File: config.mk
export PLATFORM = sky130hd
export DESIGN_NAME = sync_pulse_tx_flat
export DESIGN_NICKNAME = d
export VERILOG_FILES = /design/src/rtl/sync_pulse_tx_if.sv /design/src/rtl/sync_pulse_tx.sv /design/src/flat_wrapper.sv
export SDC_FILE = /design/constraint.sdc
export NUM_CORES = 1
export LEC_CHECK = 0
export ABC_AREA = 1
export ABC_CLOCK_PERIOD_IN_PS = 5900
export BUFFER_PORTS_ARGS = -buffer_cell sky130_fd_sc_hd__buf_2
export CORE_AREA = 2 2 204 206
export DETAILED_ROUTE_END_ITERATION = 12
export DIE_AREA = 0 0 206 208
export GPL_TIMING_DRIVEN = 0
export PLACE_DENSITY = 0.58
export SETUP_SLACK_MARGIN = 0.05
export SYNTH_ARGS = -nofsm -noshare
export SYNTH_HDL_FRONTEND = slang
export SYNTH_SLANG_ARGS = --single-unit
File: constraint.sdc
create_clock -name i_clk -period 5.9 [get_ports i_clk]
set_input_delay 0.59 -clock i_clk [delete_from_list [all_inputs] [get_ports i_clk]]
set_output_delay 0.59 -clock i_clk [all_outputs]
set_load 0.02 [all_outputs]
File: src/rtl/sync_pulse_tx_if.sv
// sync_pulse_tx_if
//   Groups the request/configuration inputs and the pulse/status outputs of the
//   sync-link transmitter into one bundle.
//
//   Inputs to the transmitter (driven by the controller side):
//     i_start       level-sampled burst request
//     i_stop        graceful-stop request
//     i_period      pulse period in clock cycles
//     i_width       high time in clock cycles
//     i_num_pulses  pulses per burst, 0 = continuous
//   Outputs from the transmitter:
//     o_sync        registered sync pin
//     o_tick        one-cycle strobe on each rising edge of o_sync
//     o_busy        burst in progress
//     o_done        one-cycle strobe when a burst ends
//     o_pulse_cnt   pulses emitted in the current or last burst
interface sync_pulse_tx_if #(
  parameter int CNT_W = 32,
  parameter int NUM_W = 16
);

  logic             i_start;
  logic             i_stop;
  logic [CNT_W-1:0] i_period;
  logic [CNT_W-1:0] i_width;
  logic [NUM_W-1:0] i_num_pulses;

  logic             o_sync;
  logic             o_tick;
  logic             o_busy;
  logic             o_done;
  logic [NUM_W-1:0] o_pulse_cnt;

  modport master (
    output i_start,
    output i_stop,
    output i_period,
    output i_width,
    output i_num_pulses,
    input  o_sync,
    input  o_tick,
    input  o_busy,
    input  o_done,
    input  o_pulse_cnt
  );

  modport slave (
    input  i_start,
    input  i_stop,
    input  i_period,
    input  i_width,
    input  i_num_pulses,
    output o_sync,
    output o_tick,
    output o_busy,
    output o_done,
    output o_pulse_cnt
  );

endinterface

File: src/rtl/sync_pulse_tx.sv
// sync_pulse_tx
//   Transmit end of the board-to-board sync link. Emits a programmable train
//   of sync pulses on a GPIO pin, either as a finite burst or continuously,
//   with a graceful stop that always completes the current period.
//
//   Ports:
//     i_clk    system clock
//     i_rset   synchronous reset, active-high
//     bus      sync_pulse_tx_if.slave (request/config in, pulse/status out)
//
//   state | meaning
//   ------+-----------------------------------------------------------------
//   IDLE  | no burst; waits for i_start, o_pulse_cnt holds last burst's count
//   HIGH  | o_sync high, r_timer counts down the remaining high cycles
//   LOW   | o_sync low, r_timer counts down the remaining low cycles; at the
//         | end either the next pulse starts or the burst finishes
module sync_pulse_tx #(
  parameter int CNT_W = 32,
  parameter int NUM_W = 16
) (
  input logic           i_clk,
  input logic           i_rset,
  sync_pulse_tx_if.slave bus
);

  typedef enum logic [1:0] {
    ST_IDLE = 2'd0,
    ST_HIGH = 2'd1,
    ST_LOW  = 2'd2
  } state_t;

  state_t           r_state;
  logic [CNT_W-1:0] r_timer;
  logic [CNT_W-1:0] r_per;
  logic [CNT_W-1:0] r_wid;
  logic [NUM_W-1:0] r_num;
  logic [NUM_W-1:0] r_cnt;
  logic             r_stop_pending;
  logic             r_sync;
  logic             r_tick;
  logic             r_busy;
  logic             r_done;

  logic [CNT_W-1:0] w_p_eff;
  logic [CNT_W-1:0] w_w_eff;
  logic [CNT_W-1:0] w_low_load;
  logic             w_last;
  logic             w_stop_req;

  // Effective timing from the raw inputs: the period is at least 2 so that a
  // pulse always has at least one high and one low cycle; the width is then
  // forced into [1, P-1].
  always_comb begin
    w_p_eff = (bus.i_period < CNT_W'(2)) ? CNT_W'(2) : bus.i_period;
    if (bus.i_width == '0) begin
      w_w_eff = CNT_W'(1);
    end else if (bus.i_width >= w_p_eff) begin
      w_w_eff = w_p_eff - CNT_W'(1);
    end else begin
      w_w_eff = bus.i_width;
    end
  end

  // Timers hold "cycles remaining after this one", so a phase of length L is
  // loaded with L-1. r_per > r_wid always holds, so this cannot underflow.
  assign w_low_load = r_per - r_wid - CNT_W'(1);

  assign w_last = (r_num != '0) && (r_cnt == r_num);

  // A stop seen on the final LOW cycle still ends this period rather than
  // letting one more pulse out.
  assign w_stop_req = r_stop_pending | bus.i_stop;

  always_ff @(posedge i_clk) begin
    if (i_rset) begin
      r_state        <= ST_IDLE;
      r_timer        <= '0;
      r_per          <= '0;
      r_wid          <= '0;
      r_num          <= '0;
      r_cnt          <= '0;
      r_stop_pending <= 1'b0;
      r_sync         <= 1'b0;
      r_tick         <= 1'b0;
      r_busy         <= 1'b0;
      r_done         <= 1'b0;
    end else begin
      r_tick <= 1'b0;
      r_done <= 1'b0;

      case (r_state)
        ST_IDLE: begin
          if (bus.i_start) begin
            r_per          <= w_p_eff;
            r_wid          <= w_w_eff;
            r_num          <= bus.i_num_pulses;
            r_timer        <= w_w_eff - CNT_W'(1);
            r_cnt          <= NUM_W'(1);
            // START+STOP together yields exactly one pulse.
            r_stop_pending <= bus.i_stop;
            r_sync         <= 1'b1;
            r_tick         <= 1'b1;
            r_busy         <= 1'b1;
            r_state        <= ST_HIGH;
          end
        end

        ST_HIGH: begin
          if (bus.i_stop) begin
            r_stop_pending <= 1'b1;
          end
          if (r_timer == '0) begin
            r_sync  <= 1'b0;
            r_timer <= w_low_load;
            r_state <= ST_LOW;
          end else begin
            r_timer <= r_timer - CNT_W'(1);
          end
        end

        ST_LOW: begin
          if (bus.i_stop) begin
            r_stop_pending <= 1'b1;
          end
          if (r_timer == '0) begin
            if (w_stop_req || w_last) begin
              r_stop_pending <= 1'b0;
              r_busy         <= 1'b0;
              r_done         <= 1'b1;
              r_state        <= ST_IDLE;
            end else begin
              // Counter wraps freely; in continuous mode it never ends a burst.
              r_cnt   <= r_cnt + NUM_W'(1);
              r_sync  <= 1'b1;
              r_tick  <= 1'b1;
              r_timer <= r_wid - CNT_W'(1);
              r_state <= ST_HIGH;
            end
          end else begin
            r_timer <= r_timer - CNT_W'(1);
          end
        end

        default: begin
          r_sync  <= 1'b0;
          r_busy  <= 1'b0;
          r_state <= ST_IDLE;
        end
      endcase
    end
  end

  assign bus.o_sync      = r_sync;
  assign bus.o_tick      = r_tick;
  assign bus.o_busy      = r_busy;
  assign bus.o_done      = r_done;
  assign bus.o_pulse_cnt = r_cnt;

endmodule

File: src/flat_wrapper.sv
// flat-port wrapper written by rule: the top's interface ports become plain ports
module sync_pulse_tx_flat 
#(
  parameter int CNT_W = 32,
  parameter int NUM_W = 16
)
  (i_clk, i_rset, bus_i_start, bus_i_stop, bus_i_period, bus_i_width, bus_i_num_pulses, bus_o_sync, bus_o_tick, bus_o_busy, bus_o_done, bus_o_pulse_cnt);
  sync_pulse_tx_if #(.CNT_W(CNT_W), .NUM_W(NUM_W)) bus_i ();
  input logic i_clk;
  input logic i_rset;
  input wire logic [$bits(bus_i.i_start)-1:0] bus_i_start;
  input wire logic [$bits(bus_i.i_stop)-1:0] bus_i_stop;
  input wire logic [$bits(bus_i.i_period)-1:0] bus_i_period;
  input wire logic [$bits(bus_i.i_width)-1:0] bus_i_width;
  input wire logic [$bits(bus_i.i_num_pulses)-1:0] bus_i_num_pulses;
  output wire logic [$bits(bus_i.o_sync)-1:0] bus_o_sync;
  output wire logic [$bits(bus_i.o_tick)-1:0] bus_o_tick;
  output wire logic [$bits(bus_i.o_busy)-1:0] bus_o_busy;
  output wire logic [$bits(bus_i.o_done)-1:0] bus_o_done;
  output wire logic [$bits(bus_i.o_pulse_cnt)-1:0] bus_o_pulse_cnt;
  assign bus_i.i_start = bus_i_start;
  assign bus_i.i_stop = bus_i_stop;
  assign bus_i.i_period = bus_i_period;
  assign bus_i.i_width = bus_i_width;
  assign bus_i.i_num_pulses = bus_i_num_pulses;
  assign bus_o_sync = bus_i.o_sync;
  assign bus_o_tick = bus_i.o_tick;
  assign bus_o_busy = bus_i.o_busy;
  assign bus_o_done = bus_i.o_done;
  assign bus_o_pulse_cnt = bus_i.o_pulse_cnt;
  sync_pulse_tx #(.CNT_W(CNT_W), .NUM_W(NUM_W)) u_core (.i_clk(i_clk), .i_rset(i_rset), .bus(bus_i));
endmodule
==> results of run 1 <==
-- path summary, 6_finish.rpt --
kind	slack (ns)	depth (start not counted)	endpoint	startpoint
max	1.65	32	u_core.r_timer[30]$_SDFFE_PP0P_	bus_i_period[27]
min	0.41	3	u_core.r_num[3]$_SDFFE_PP0P_	bus_i_num_pulses[3]
max reg2reg	2.29	15	u_core.r_timer[25]$_SDFFE_PP0P_	u_core.r_wid[11]$_SDFFE_PP0P_
min reg2reg	0.49	2	u_core.r_timer[5]$_SDFFE_PP0P_	u_core.r_timer[5]$_SDFFE_PP0P_
-- metal layers --
metal / part of all wire, % / routed length [um] / up-vias / track usage (%)
li1: - / - / 7531 / -
met3: 5.9 / 3410 / 137 / 3.43
met1: 42 / 24100 / 7100 / 32.6
met2: 46 / 26700 / 655 / 44.7
met4: 5.8 / 3350 / 0 / 14.0
met5: 0 / 0 / - / 0
-- logic make-up after synthesis --
group           after synthesis
fa+ha+maj                    74
flops                       135
compound gates              494
buf+inv                     374
simple gates               1035
xor+xnor                     66
-- where the power goes --
group | internal [mW] | switching [mW] | total [mW] | leakage [nW]
logic | 0.504 | 1.19 | 1.69 | 5.49
registers | 1.02 | 0.119 | 1.13 | 1.12
clock network | 0.598 | 0.499 | 1.10 | 0.281
-- worst register-to-register path, delay by kind of cell, from the launching register on --
kind / cells / cell delay (ns)
adders and majority gates: 1 / 0.39
DFF: 1 / 0.45
xor gates and xnor gates: 1 / 0.29
AOI/OAI and AO/OA: 5 / 1.42
buffers and inverters: 2 / 0.18
and+or+nand+nor: 6 / 0.83
-- state kept, by name, indices dropped and copies added, names as in the netlist --
signal,count
u_core.r_timer,32
u_core.r_per,32
u_core.bus.o_pulse_cnt,16
u_core.r_num,16
u_core.bus.o_busy,1
u_core.r_state,2
u_core.r_stop_pending,1
u_core.bus.o_sync,1
u_core.bus.o_done,1
u_core.r_wid,32
u_core.bus.o_tick,1
-- area by class of cell --
class / instances / share of cell area, %
multi-input combinational: 1669 / 60.3
sequential: 135 / 18.0
inverter: 298 / 7.47
tap: 532 / 4.44
timing repair buffer: 103 / 3.44
clock buffer: 17 / 2.84
buffer: 76 / 2.41
clock inverter: 15 / 1.04
antenna: 1 / 0.0167
-- metrics by stage --
stage / cell area [um^2] / cells / power, mW
after global routing: 15000 / 2845 / 4.15
after detailed placement: 14400 / 2813 / 2.79
after floorplan: 13200 / 2178 / 2.22
final: 15000 / 2846 / 3.92
after global placement: 14400 / 2813 / 2.79
after CTS: 15000 / 2845 / 3.89
-- placed cells by master, fill, tap and decap left out, types with 11 or more instances in the layout --
cell type and n:
sky130_fd_sc_hd__a31oi_1 14, sky130_fd_sc_hd__o21ai_1 11, sky130_fd_sc_hd__inv_1 287, sky130_fd_sc_hd__nor2_1 226, sky130_fd_sc_hd__nand3_1 133, sky130_fd_sc_hd__o211ai_1 12
sky130_fd_sc_hd__dfxtp_1 135, sky130_fd_sc_hd__nand3_2 17, sky130_fd_sc_hd__nand2_2 17, sky130_fd_sc_hd__ha_1 73, sky130_fd_sc_hd__nor2_4 12, sky130_fd_sc_hd__xor2_1 46
sky130_fd_sc_hd__nor4_1 18, sky130_fd_sc_hd__nor2_2 21, sky130_fd_sc_hd__nand2_1 433, sky130_fd_sc_hd__nor3_1 42, sky130_fd_sc_hd__xnor2_1 20, sky130_fd_sc_hd__clkbuf_16 17
sky130_fd_sc_hd__buf_2 115, sky130_fd_sc_hd__nand4_1 79, sky130_fd_sc_hd__a21oi_1 231, sky130_fd_sc_hd__clkbuf_1 53, sky130_fd_sc_hd__o21ai_0 183
==> results summary, run 1 <==
The run finished with clean final reports. The total negative slack is 0 ns. The setup-violating endpoint count in the final report is 0. For this block, the via count after detailed routing is 15400. sky130_fd_sc_hd__dfxtp_1 takes more of the synthesized area than any other cell. The number of global-route vias before repair is 14800. Summed over all cells, the static leakage comes to 6.89 nW. The most used flip-flop cell after synthesis is sky130_fd_sc_hd__dfxtp_1. sky130_fd_sc_hd__nand2_1 is the most common cell in the netlist.

The die is 206 um wide. The area of the placeable core is 40600 um^2. The number of failing hold endpoints at the final stage came out at 0. The number of fill cells is 4553. The measured slew at the worst slew-check pin is 1.05 ns.

Clock latency on the worst-skew pair, taken at its later pin, is 0.44 ns. Grouping stages by cell kind, the critical path spends the most delay in simple AND/OR/NAND/NOR gates. The critical path data required time came out at 6.23 ns. The height of the chip came out at 208 um. The number of port buffers came out at 103. At the end of routability-driven placement, the weighted congestion stood at 1.10.

The final worst-path cycle share is 72.0%. The compound-gate portion of the synthesized area is 20.0%. The buffer and inverter count on the worst path came out at 3. The fraction of synthesis flops using an asynchronous set or reset pin is 0%.

The number of enable flip-flop cells after synthesis came out at 0. Dividing total power by cell area gives a power density of 262 nW/um^2. The number of remaining DRC errors came out at 0. The netlist area before placement came out at 13200 um^2. The most common cell type on the critical path is sky130_fd_sc_hd__nand2_1.

The multi-input combinational cells in the finished layout cover a total of 9030 um^2. The wire length of the first global-routing pass came out at 86.4 mm. In this run, the number of DRC markers left after iteration 0 of detailed routing was 1400.

The number of clock sinks is 135. The total of hold buffers inserted after clock tree synthesis came out at 0. The worst setup path is launched from an input pin. Compared with the post-synthesis result, the final layout area differs by 13.4%. The clock slew at the register clock pins of the worst setup and hold paths is 0.07 ns.

The synthesized instance count is 2178. The warning count from the yosys run came out at 0. Setup repair after global routing left no endpoint under its margin. The synthesized netlist devotes 4.38% of its cell area to XOR and XNOR gates. The post-route minimum period came out at 4.25 ns.

The placement-stage worst setup slack came out at 1.25 ns. The TritonCTS buffer count came out at 17. After synthesis, the largest family of logic cells by area is simple AND/OR/NAND/NOR gates.

The detailed-route wire length per cell is 20.2 um. A synthesized cell averages 6.07 um^2. The share of synthesized area in the top cell type comes to 20.5%.

The total track usage came out at 26.5%. The number of resized instances in the post-cts repair step is 0. The number of antenna violations at the first check in global routing came to 0. Ranked by instance count, the synthesized netlist is headed by 433 x sky130_fd_sc_hd__nand2_1, 287 x sky130_fd_sc_hd__inv_1, 231 x sky130_fd_sc_hd__a21oi_1. The routed wire length came out at 57.5 mm. The die footprint came out at 42800 um^2. The count of cell types in the netlist came out at 54. The count of nets left with antenna violations once routing finished came out at 0. The peak supply drop is 0.213 mV. The critical path data arrival time is 4.57 ns. Of all nets on the critical path, the largest fanout is 10. The highest-delay cell along the critical path is sky130_fd_sc_hd__nor2_1.

After Yosys synthesis, and, or, nand and nor cells account for 36.9% of the synthesized area. The path category of the worst min-delay check is in -> reg. The initial utilization of the core area, before any placement, comes to 32.6%. The final-stage net count came out at 2458. STA classifies the critical path endpoint as a register.

The portion of synthesized area spent on multiplexers is 0%. The sequential fraction of the synthesis area came out at 20.5%. Measured on the finished design, the core utilization comes to 36.9%. The number of search-and-repair iterations in the first detailed-routing pass is 8. The total of flip-flops plus latches after synthesis is 135. TritonCTS built the clock tree. The proportion of layout cells with a drive suffix above 1 came out at 11.2%. The worst clock skew on the final layout came out at 0.00882 ns. The maximum number of pins on one net before global-route repair came out at 17. The worst pin sits at a relative slew slack of 29.7%. Of the total synthesized cell area, the portion taken by full adders, half adders and majority gates is 7.07%. Summed over all nets, the half-perimeter wirelength after detailed placement is 47.2 mm. No sink is reached through more buffers than the 2 on the longest clock path. The max-capacitance violation count is 0. The number of slew-limit violations in the final report came to 0.

Setup slack on the critical path of the routed design comes to 1.65 ns. The area used by sequential logic in the layout is 2700 um^2. The number of levels in the clock H-tree came out at 4. The number of buffers inserted to repair setup after CTS came out at 0. The worst setup path is of the in -> reg kind. For this design the top-level I/O count stands at 104. The number of nets in the synthesized netlist is 2336. The top achievable clock speed came out at 236 MHz.

In this run the clock root is driven by a sky130_fd_sc_hd__clkbuf_16. Dividing the detail-routed via count by the number of cells gives 5.42. By area the synthesized netlist is led by sky130_fd_sc_hd__dfxtp_1 20%, sky130_fd_sc_hd__nand2_1 12%, sky130_fd_sc_hd__a21oi_1 8.8%. The worst hold slack is 0.413 ns. The worst stage delay on the critical path is 0.31 ns. The floorplan has 74 rows. The total overflow left after global routing is 0.
No activity file was read; power rests on OpenSTA's default activity.
==> run 2, diff against run 1 <==
--- a/config.mk
+++ b/config.mk
@@ -6,7 +6,7 @@
 export NUM_CORES = 1
 export LEC_CHECK = 0
 export ABC_AREA = 1
-export ABC_CLOCK_PERIOD_IN_PS = 5900
+export ABC_CLOCK_PERIOD_IN_PS = 4200
 export BUFFER_PORTS_ARGS = -buffer_cell sky130_fd_sc_hd__buf_2
 export CORE_AREA = 2 2 204 206
 export DETAILED_ROUTE_END_ITERATION = 12
==> constraint.sdc (replaced) <==
create_clock -name i_clk -period 4.2 [get_ports i_clk]
set_input_delay 0.42 -clock i_clk [delete_from_list [all_inputs] [get_ports i_clk]]
set_output_delay 0.42 -clock i_clk [all_outputs]
set_load 0.02 [all_outputs]
==> results summary, run 2 (same netlist as run 1, synthesis figures left out) <==
The die footprint is 42800 um^2 (unchanged). The area used by sequential logic in the layout is 2700 um^2 (unchanged). The routed wire length came out at 57.5 mm (about the same). The critical path data required time came out at 4.57 ns (-1.66 ns).

The HPWL reported at the end of detailed placement was 47.2 mm (unchanged). The number of levels in the clock H-tree came out at 4 (unchanged). The measured slew at the worst slew-check pin came to 1.05 ns (-0.00143 ns). The run finished with clean final reports. In the layout the commonest cells are 432 x sky130_fd_sc_hd__nand2_1, 287 x sky130_fd_sc_hd__inv_1, 231 x sky130_fd_sc_hd__a21oi_1, 222 x sky130_fd_sc_hd__nor2_1, 182 x sky130_fd_sc_hd__o21ai_0. The clock slew at the register clock pins of the worst setup and hold paths was 0.07 ns (about the same). The leakage power of the design was 6.92 nW (+0.39%). The antenna diode count came out at 0 (-1). The critical path data arrival time is 4.22 ns (-0.35 ns). The area of the placeable core was 40600 um^2 (unchanged).

The tightest slew margin relative to the limit came out at 29.8% (+0.095 points). The root buffer cell is sky130_fd_sc_hd__clkbuf_16. The maximum number of pins on one net before global-route repair is 17 (unchanged). The TritonCTS buffer count came out at 17 (unchanged). The power density over cell area is 368 nW/um^2 (+40%). The kind of launch point of the worst setup path is an input pin. The worst-case setup margin in the final layout is 0.350 ns (-1.30 ns).

The detailed-route wire length per cell came out at 20.2 um (about the same). The number of clock sinks is 135 (unchanged). The post-route minimum period is 3.85 ns.

The clock latency reported for the late side of the worst-skew pair is 0.44 ns (about the same). The worst stage delay on the critical path is 0.30 ns (about the same). The total of hold buffers inserted after clock tree synthesis came out at 0 (unchanged).

Timing would allow up to 260 MHz. The worst setup path is of the in -> reg kind. The top fanout value on the critical path came out at 10 (unchanged). The final worst-path cycle share came out at 91.7%. The max-capacitance violation count came out at 0 (unchanged). The row count is 74 (unchanged). The first-iteration detailed-routing DRC count came out at 1402 (+0.14%). Setup repair after global routing left no endpoint under its margin. The number of fill cells is 4549 (-0.088%). The proportion of layout cells with a drive suffix above 1 came out at 11.6% (+0.45 points). The most common cell type on the critical path is sky130_fd_sc_hd__nand2_1. The total non-filler cell area in the finished layout came out at 15000 um^2 (+0.35%). The remaining global-route overflow was 0 (unchanged).

The total number of vias came out at 15400 (-0.097%). The number of remaining DRC errors is 0 (unchanged). The mean number of vias per cell came out at 5.41 (-0.24%). The number of nets with antenna violations after routing was 0 (unchanged).

The maximum number of buffers from clock root to sink was 2 (unchanged). The kind of end point of the critical path is a register. The number of port buffers is 103 (unchanged).

The number of search-and-repair iterations in the first detailed-routing pass came out at 5 (-3). The area of the multi-input gates is 9050 um^2 (+0.19%). The instance area at placement came out at 14400 um^2 (unchanged).

The number of failing hold endpoints at the final stage is 0 (unchanged). The number of antenna violations at the first check in global routing came to 0 (unchanged). The wire length of the first global-routing pass came to 86.4 mm (unchanged). The area added between synthesis and finish is 13.8%. The number of slew-limit violations in the final report is 0 (unchanged).

The total negative slack was 0 ns (unchanged). The number of global-route vias before repair came out at 14800 (unchanged). For this design, the slowest cell found on the critical path is sky130_fd_sc_hd__ha_1.

The path category of the worst min-delay check is in -> reg. The worst clock skew on the final layout came to 0.00978 ns (+0.000961 ns). The total track usage was 26.5% (unchanged). The final estimated routing congestion in global placement came to 1.10 (unchanged). TritonCTS built the clock tree. The height of the chip came out at 208 um (unchanged).

The placement-stage worst setup slack came out at -0.277 ns (-1.53 ns). The library cell used most frequently in the layout, excluding fill and tap cells, is sky130_fd_sc_hd__nand2_1. The setup-violating endpoint count in the final report was 0 (unchanged). The final-stage net count is 2463 (+0.20%). The number of ports placed on the die boundary is 104 (unchanged). The initial standard-cell utilization of the core came to 32.6% (unchanged). The die width came out at 206 um (unchanged). The peak supply drop came to 0.301 mV (+41%). The largest registers in the layout are u_core.r_per: 32 flops, u_core.r_timer: 32 flops, u_core.r_wid: 32 flops.
-- run 2: critical path: cells and delay by family --
kind | cells | cell delay, ns
buf+inv | 3 | 0.45
fa+ha+maj | 2 | 0.49
compound gates | 2 | 0.35
simple gates | 24 | 2.50
-- run 2: path summary, 6_finish.rpt --
kind	start	endpoint	slack, ns	cells past startpoint
min	i_rset	u_core.bus.o_pulse_cnt[0]$_SDFFE_PP0P_	0.23	2
max	bus_i_period[28]	u_core.r_timer[26]$_SDFFE_PP0P_	0.35	31
max reg2reg	u_core.r_wid[11]$_SDFFE_PP0P_	u_core.r_timer[25]$_SDFFE_PP0P_	0.59	15
min reg2reg	u_core.r_timer[5]$_SDFFE_PP0P_	u_core.r_timer[5]$_SDFFE_PP0P_	0.49	2
-- run 2: power by group --
| part | leakage [nW] | internal [mW] | switching [mW] |
|---|---|---|---|
| sequential | 1.12 | 1.43 | 0.167 |
| combinational | 5.52 | 0.717 | 1.67 |
| clock | 0.281 | 0.840 | 0.703 |
-- run 2: area by class of cell --
type,count,area share [%]
tap,532,4.43
inverter,298,7.44
clock inverter,15,1.03
multi-input combinational,1669,60.2
buffer,76,2.40
sequential,135,18.0
timing repair buffer,108,3.68
clock buffer,17,2.83
-- run 2: what timing repair did --
action                     CTS  global route
buffers inserted             0             5
setup endpoints to repair    0            13
resized for setup            0             7
-- run 2: layer usage --
metal	routed length (um)	GRT usage, %
met1	24200	32.6
met2	26900	44.7
met5	0	0
met3	3160	3.43
met4	3290	14.0
-- run 2: metrics by stage --
stage / utilization [%] / std cells / hold slack (ns) / power [mW]
finish: 37.1 / 2850 / 0.234 / 5.52
global route: 37.1 / 2850 / 0.235 / 5.84
CTS: 36.9 / 2845 / 0.230 / 5.46
detailed placement: 35.5 / 2813 / 0.483 / 3.93
global placement: 35.5 / 2813 / 0.470 / 3.92
floorplan: - / 2178 / 0.456 / 3.12
==> run 3, diff against run 2 <==
--- a/config.mk
+++ b/config.mk
@@ -5,12 +5,11 @@
 export SDC_FILE = /design/constraint.sdc
 export NUM_CORES = 1
 export LEC_CHECK = 0
-export ABC_AREA = 1
 export ABC_CLOCK_PERIOD_IN_PS = 4200
 export BUFFER_PORTS_ARGS = -buffer_cell sky130_fd_sc_hd__buf_2
-export CORE_AREA = 2 2 204 206
+export CORE_AREA = 2 2 145 253
 export DETAILED_ROUTE_END_ITERATION = 12
-export DIE_AREA = 0 0 206 208
+export DIE_AREA = 0 0 147 255
 export GPL_TIMING_DRIVEN = 0
 export PLACE_DENSITY = 0.58
 export SETUP_SLACK_MARGIN = 0.05
==> results summary, run 3 <==
The compound-gate portion of the synthesized area came out at 24.4% (+4.4 points). The post-synthesis average cell area is 7.13 um^2 (+18%). The number of ports placed on the die boundary came out at 104 (unchanged). The run finished, with violations left. The die footprint is 37500 um^2 (-13%). The fraction of synthesis flops using an asynchronous set or reset pin is 0% (unchanged). The total non-filler cell area in the finished layout came out at 14900 um^2 (-0.71%). In this run the critical register-to-register path is captured at u_core.r_timer[30]$_SDFFE_PP0P_.

The warning count from the yosys run is 0 (unchanged). The area added between synthesis and finish came out at 28.8%. The routed wire length came out at 50.9 mm (-12%). The combinational share of power is 38.4% (-4.8 points). The tree is rooted in a sky130_fd_sc_hd__clkbuf_16. The worst hold slack is 0.211 ns (-0.0232 ns). The worst-case setup margin in the final layout came out at -0.360 ns (-0.710 ns). The max-capacitance violation count came to 0 (unchanged). The number of search-and-repair iterations in the first detailed-routing pass is 5 (unchanged). The clock slew at the register clock pins of the worst setup and hold paths is 0.06 ns (about the same). The clock latency reported for the late side of the worst-skew pair is 0.45 ns (about the same). The maximum number of buffers from clock root to sink is 2 (unchanged).

The final reports fail on negative setup slack. The path category of the worst min-delay check is in -> reg. The library cell used most frequently in the layout, excluding fill and tap cells, is sky130_fd_sc_hd__nand2_1.

The total number of vias came out at 13000 (-15%). In the synthesized netlist the dominant register cell turns out to be sky130_fd_sc_hd__dfxtp_1. The area of the placeable core came to 35700 um^2 (-12%). The cell count after placement is 2190 (-22%). The number of remaining DRC errors is 0 (unchanged). The depth of the most critical reg-to-reg path came out at 15 (unchanged). The antenna diode count came out at 0 (unchanged). The final estimated routing congestion in global placement came to 0.975 (-11%).

The count of cell types in the netlist is 82 (+52%). The instance area at placement came out at 12900 um^2 (-11%). The number of enable flip-flop cells after synthesis came out at 0 (unchanged). The power dissipated by switching net loads is 1.89 mW (-26%). The worst clock skew on the final layout came out at 0.00921 ns (-0.000563 ns). The xor-xnor portion of the synthesized cell area is 10.8% (+6.4 points). sky130_fd_sc_hd__dfxtp_1 takes more of the synthesized area than any other cell.

The die width is 147 um (-29%). The number of standard cells in the final layout excluding fillers is 2290 (-20%). The number of clock sinks came to 135 (unchanged). The wire length of the first global-routing pass came out at 75.1 mm (-13%). In this run the worst setup path begins at bus_i_period[29]. The number of failing hold endpoints at the final stage came to 0 (unchanged). STA classifies the critical path startpoint as an input pin.

The worst setup path is captured at a register. The detailed-route wire length per cell was 22.2 um (+10%). Setup repair after global routing could not meet its margin everywhere. In the layout the commonest cells are 220 x sky130_fd_sc_hd__nand2_1, 162 x sky130_fd_sc_hd__a21oi_1, 150 x sky130_fd_sc_hd__nor2_1, 135 x sky130_fd_sc_hd__dfxtp_1, 91 x sky130_fd_sc_hd__buf_2.

The top fanout value on the critical path came to 5 (-5). The netlist area before placement is 11600 um^2 (-12%). The total track usage was 26.7% (+0.19 points). The number of slew-limit violations in the final report is 0 (unchanged). The number of nets with antenna violations after routing is 0 (unchanged). The simple-gate portion of the synthesized area is 26.9% (-10 points). The setup-violating endpoint count in the final report came to 26 (+26). By area the synthesized netlist is led by sky130_fd_sc_hd__dfxtp_1 23%, sky130_fd_sc_hd__ha_1 7.9%, sky130_fd_sc_hd__xnor2_1 7.6%. The tightest slew margin relative to the limit came out at 21.2% (-8.7 points). The mean number of vias per cell is 5.69 (+5.2%). The number of antenna violations at the first check in global routing was 0 (unchanged). The share of total power in the clock network is 31.3% (+3.4 points). The sequential fraction of the synthesis area came to 23.3% (+2.9 points). The row count is 92 (+24%). The net count after synthesis is 1783 (-24%).

The post-route minimum period is 4.56 ns (+0.710 ns). TritonCTS built the clock tree. The HPWL reported at the end of detailed placement came out at 40.3 mm (-15%). The overall power is 4.90 mW (-11%). The TritonCTS buffer count is 17 (unchanged). The remaining global-route overflow came out at 0 (unchanged). The synthesized instance count came out at 1625 (-25%). The peak supply drop came to 0.317 mV (+5.3%).

The largest registers in the layout are u_core.r_per: 32 flops, u_core.r_timer: 32 flops, u_core.r_wid: 32 flops. The fraction of power spent switching nets came out at 38.5% (-7.5 points). The critical path data required time came out at 4.55 ns (-0.02 ns). The cell internal power dissipation is 3.01 mW (+1.0%). The power density over cell area is 329 nW/um^2 (-11%). The critical path class is in -> reg.

The number of levels in the clock H-tree came out at 4 (unchanged). The initial standard-cell utilization of the core is 32.5% (-0.12 points). The post-synthesis share of cell area spent on full adders, half adders and majority gates came out at 8.06% (+0.99 points). The first-iteration detailed-routing DRC count came out at 760 (-46%). The placement-stage worst setup slack is -2.53 ns (-2.25 ns). The final worst-path cycle share is 109% (+17 points).

The height of the chip was 255 um (+23%). The mux share of post-synthesis cell area came out at 0.691% (+0.69 points). The minimum setup slack among reg-to-reg paths is 0.11 ns (-0.48 ns). The maximum number of pins on one net before global-route repair came out at 17 (unchanged). The number of global-route vias before repair is 13000 (-12%).

The area share of the largest cell type after synthesis was 23.3% (+2.9 points). The critical path ends at u_core.r_timer[26]$_SDFFE_PP0P_. The critical path data arrival time is 4.91 ns (+0.69 ns).

Yosys instantiated no cell more often than sky130_fd_sc_hd__nand2_1. The part of the total power dissipated in sequential elements is 30.3% (+1.5 points). The measured slew at the worst slew-check pin came to 1.18 ns (+0.125 ns).

The leakage power of the design came to 5.86 nW (-15%). The total of flip-flops plus latches after synthesis came to 135 (unchanged). The final-stage net count was 1966 (-20%). The worst flop-to-flop path startpoint is u_core.r_wid[0]$_SDFFE_PP0P_. The top achievable clock speed is 219 MHz (-16%).

By area, the combinational part of the netlist is dominated by simple AND/OR/NAND/NOR gates. The proportion of layout cells with a drive suffix above 1 was 18.6% (+7.0 points). The number of port buffers came out at 95 (-7.8%). By count the netlist is led by 230 x sky130_fd_sc_hd__nand2_1, 168 x sky130_fd_sc_hd__a21oi_1, 153 x sky130_fd_sc_hd__nor2_1.
-- run 3: final cells by class --
cell class	count	area, um^2
Fill cell	3801	20800
Multi-Input combinational cell	1319	9080
Sequential cell	135	2700
Timing Repair Buffer	165	1140
Tap cell	470	588
Buffer	89	524
Clock buffer	20	457
Inverter	81	307
Clock inverter	11	125
-- run 3: metal layers --
metal | global-route usage, % | vias to the layer above | wire [um]
met2 | 50.3 | 512 | 26400
met4 | 24.0 | 0 | 5090
met3 | 3.80 | 226 | 2280
met1 | 24.8 | 6092 | 17100
met5 | 0 | - | 0
li1 | - | 6197 | -
-- run 3: cells by family (layout without fill, tap and decap cells) --
family,Yosys count,after routing
AO/OA/AOI/OAI,439,439
XOR/XNOR,143,143
adder cells (fa/ha/maj),74,74
buffers and inverters,171,366
flip-flops,135,135
multiplexers,8,8
AND/OR/NAND/NOR,655,655
-- run 3: power by group through the flow --
stage,sequential (mW),clock [mW],combinational [mW]
global route,1.50,1.59,2.03
floorplan,1.49,0,1.14
CTS,1.48,1.55,1.79
global placement,1.51,0,1.63
finish,1.49,1.53,1.88
detailed placement,1.51,0,1.64
-- run 3: worst min path at each step --
stage / slack [ns] / to / cells past startpoint / from
after floorplan: 0.44 / u_core.r_wid[26]$_SDFFE_PP0P_ / 2 / u_core.r_wid[26]$_SDFFE_PP0P_
after global placement: 0.45 / u_core.r_wid[26]$_SDFFE_PP0P_ / 2 / u_core.r_wid[26]$_SDFFE_PP0P_
after detailed placement: 0.45 / u_core.r_wid[26]$_SDFFE_PP0P_ / 2 / u_core.r_wid[26]$_SDFFE_PP0P_
after CTS: 0.19 / u_core.r_num[7]$_SDFFE_PP0P_ / 3 / bus_i_num_pulses[7]
after global routing: 0.22 / u_core.r_num[10]$_SDFFE_PP0P_ / 3 / bus_i_num_pulses[10]
final: 0.21 / u_core.r_num[7]$_SDFFE_PP0P_ / 3 / bus_i_num_pulses[7]
-- run 3: timing repair --
| action | 4_1_cts | 5_1_grt |
|---|---|---|
| setup endpoints to repair | 69 | 44 |
| hold buffers | 0 | 0 |
| buffers inserted | 53 | 18 |
| resized for setup | 113 | 76 |
| pin swaps | 54 | 63 |
-- run 3: stage by stage --
step	setup TNS [ns]	utilization, %
3_5_place_dp	-85.84	36.0
4_1_cts	-3.10	40.5
2_1_floorplan	-3.95	-
3_3_place_gp	-85.33	36.0
5_1_grt	-8.05	41.8
6_report	-5.16	41.8
-- run 3: critical path, stage by stage --
cell and delay, ns:
sky130_fd_sc_hd__buf_8 0.11, sky130_fd_sc_hd__nor4_4 0.33, sky130_fd_sc_hd__nand4_1 0.16, sky130_fd_sc_hd__buf_6 0.16, sky130_fd_sc_hd__nor3_4 0.16, sky130_fd_sc_hd__buf_6 0.17, sky130_fd_sc_hd__nor2_4 0.05, sky130_fd_sc_hd__ha_4 0.26
sky130_fd_sc_hd__a2111oi_4 0.06, sky130_fd_sc_hd__or4b_4 0.52, sky130_fd_sc_hd__a31o_1 0.22, sky130_fd_sc_hd__buf_8 0.13, sky130_fd_sc_hd__nand2_8 0.05, sky130_fd_sc_hd__buf_12 0.11, sky130_fd_sc_hd__buf_12 0.09, sky130_fd_sc_hd__buf_12 0.10
sky130_fd_sc_hd__nand2_2 0.06, sky130_fd_sc_hd__a21oi_4 0.17, sky130_fd_sc_hd__ha_4 0.19, sky130_fd_sc_hd__o311ai_4 0.10, sky130_fd_sc_hd__nor4_4 0.28, sky130_fd_sc_hd__buf_4 0.17, sky130_fd_sc_hd__and2_4 0.17, sky130_fd_sc_hd__nand3b_1 0.12
sky130_fd_sc_hd__xor2_2 0.18, sky130_fd_sc_hd__a2111oi_2 0.35
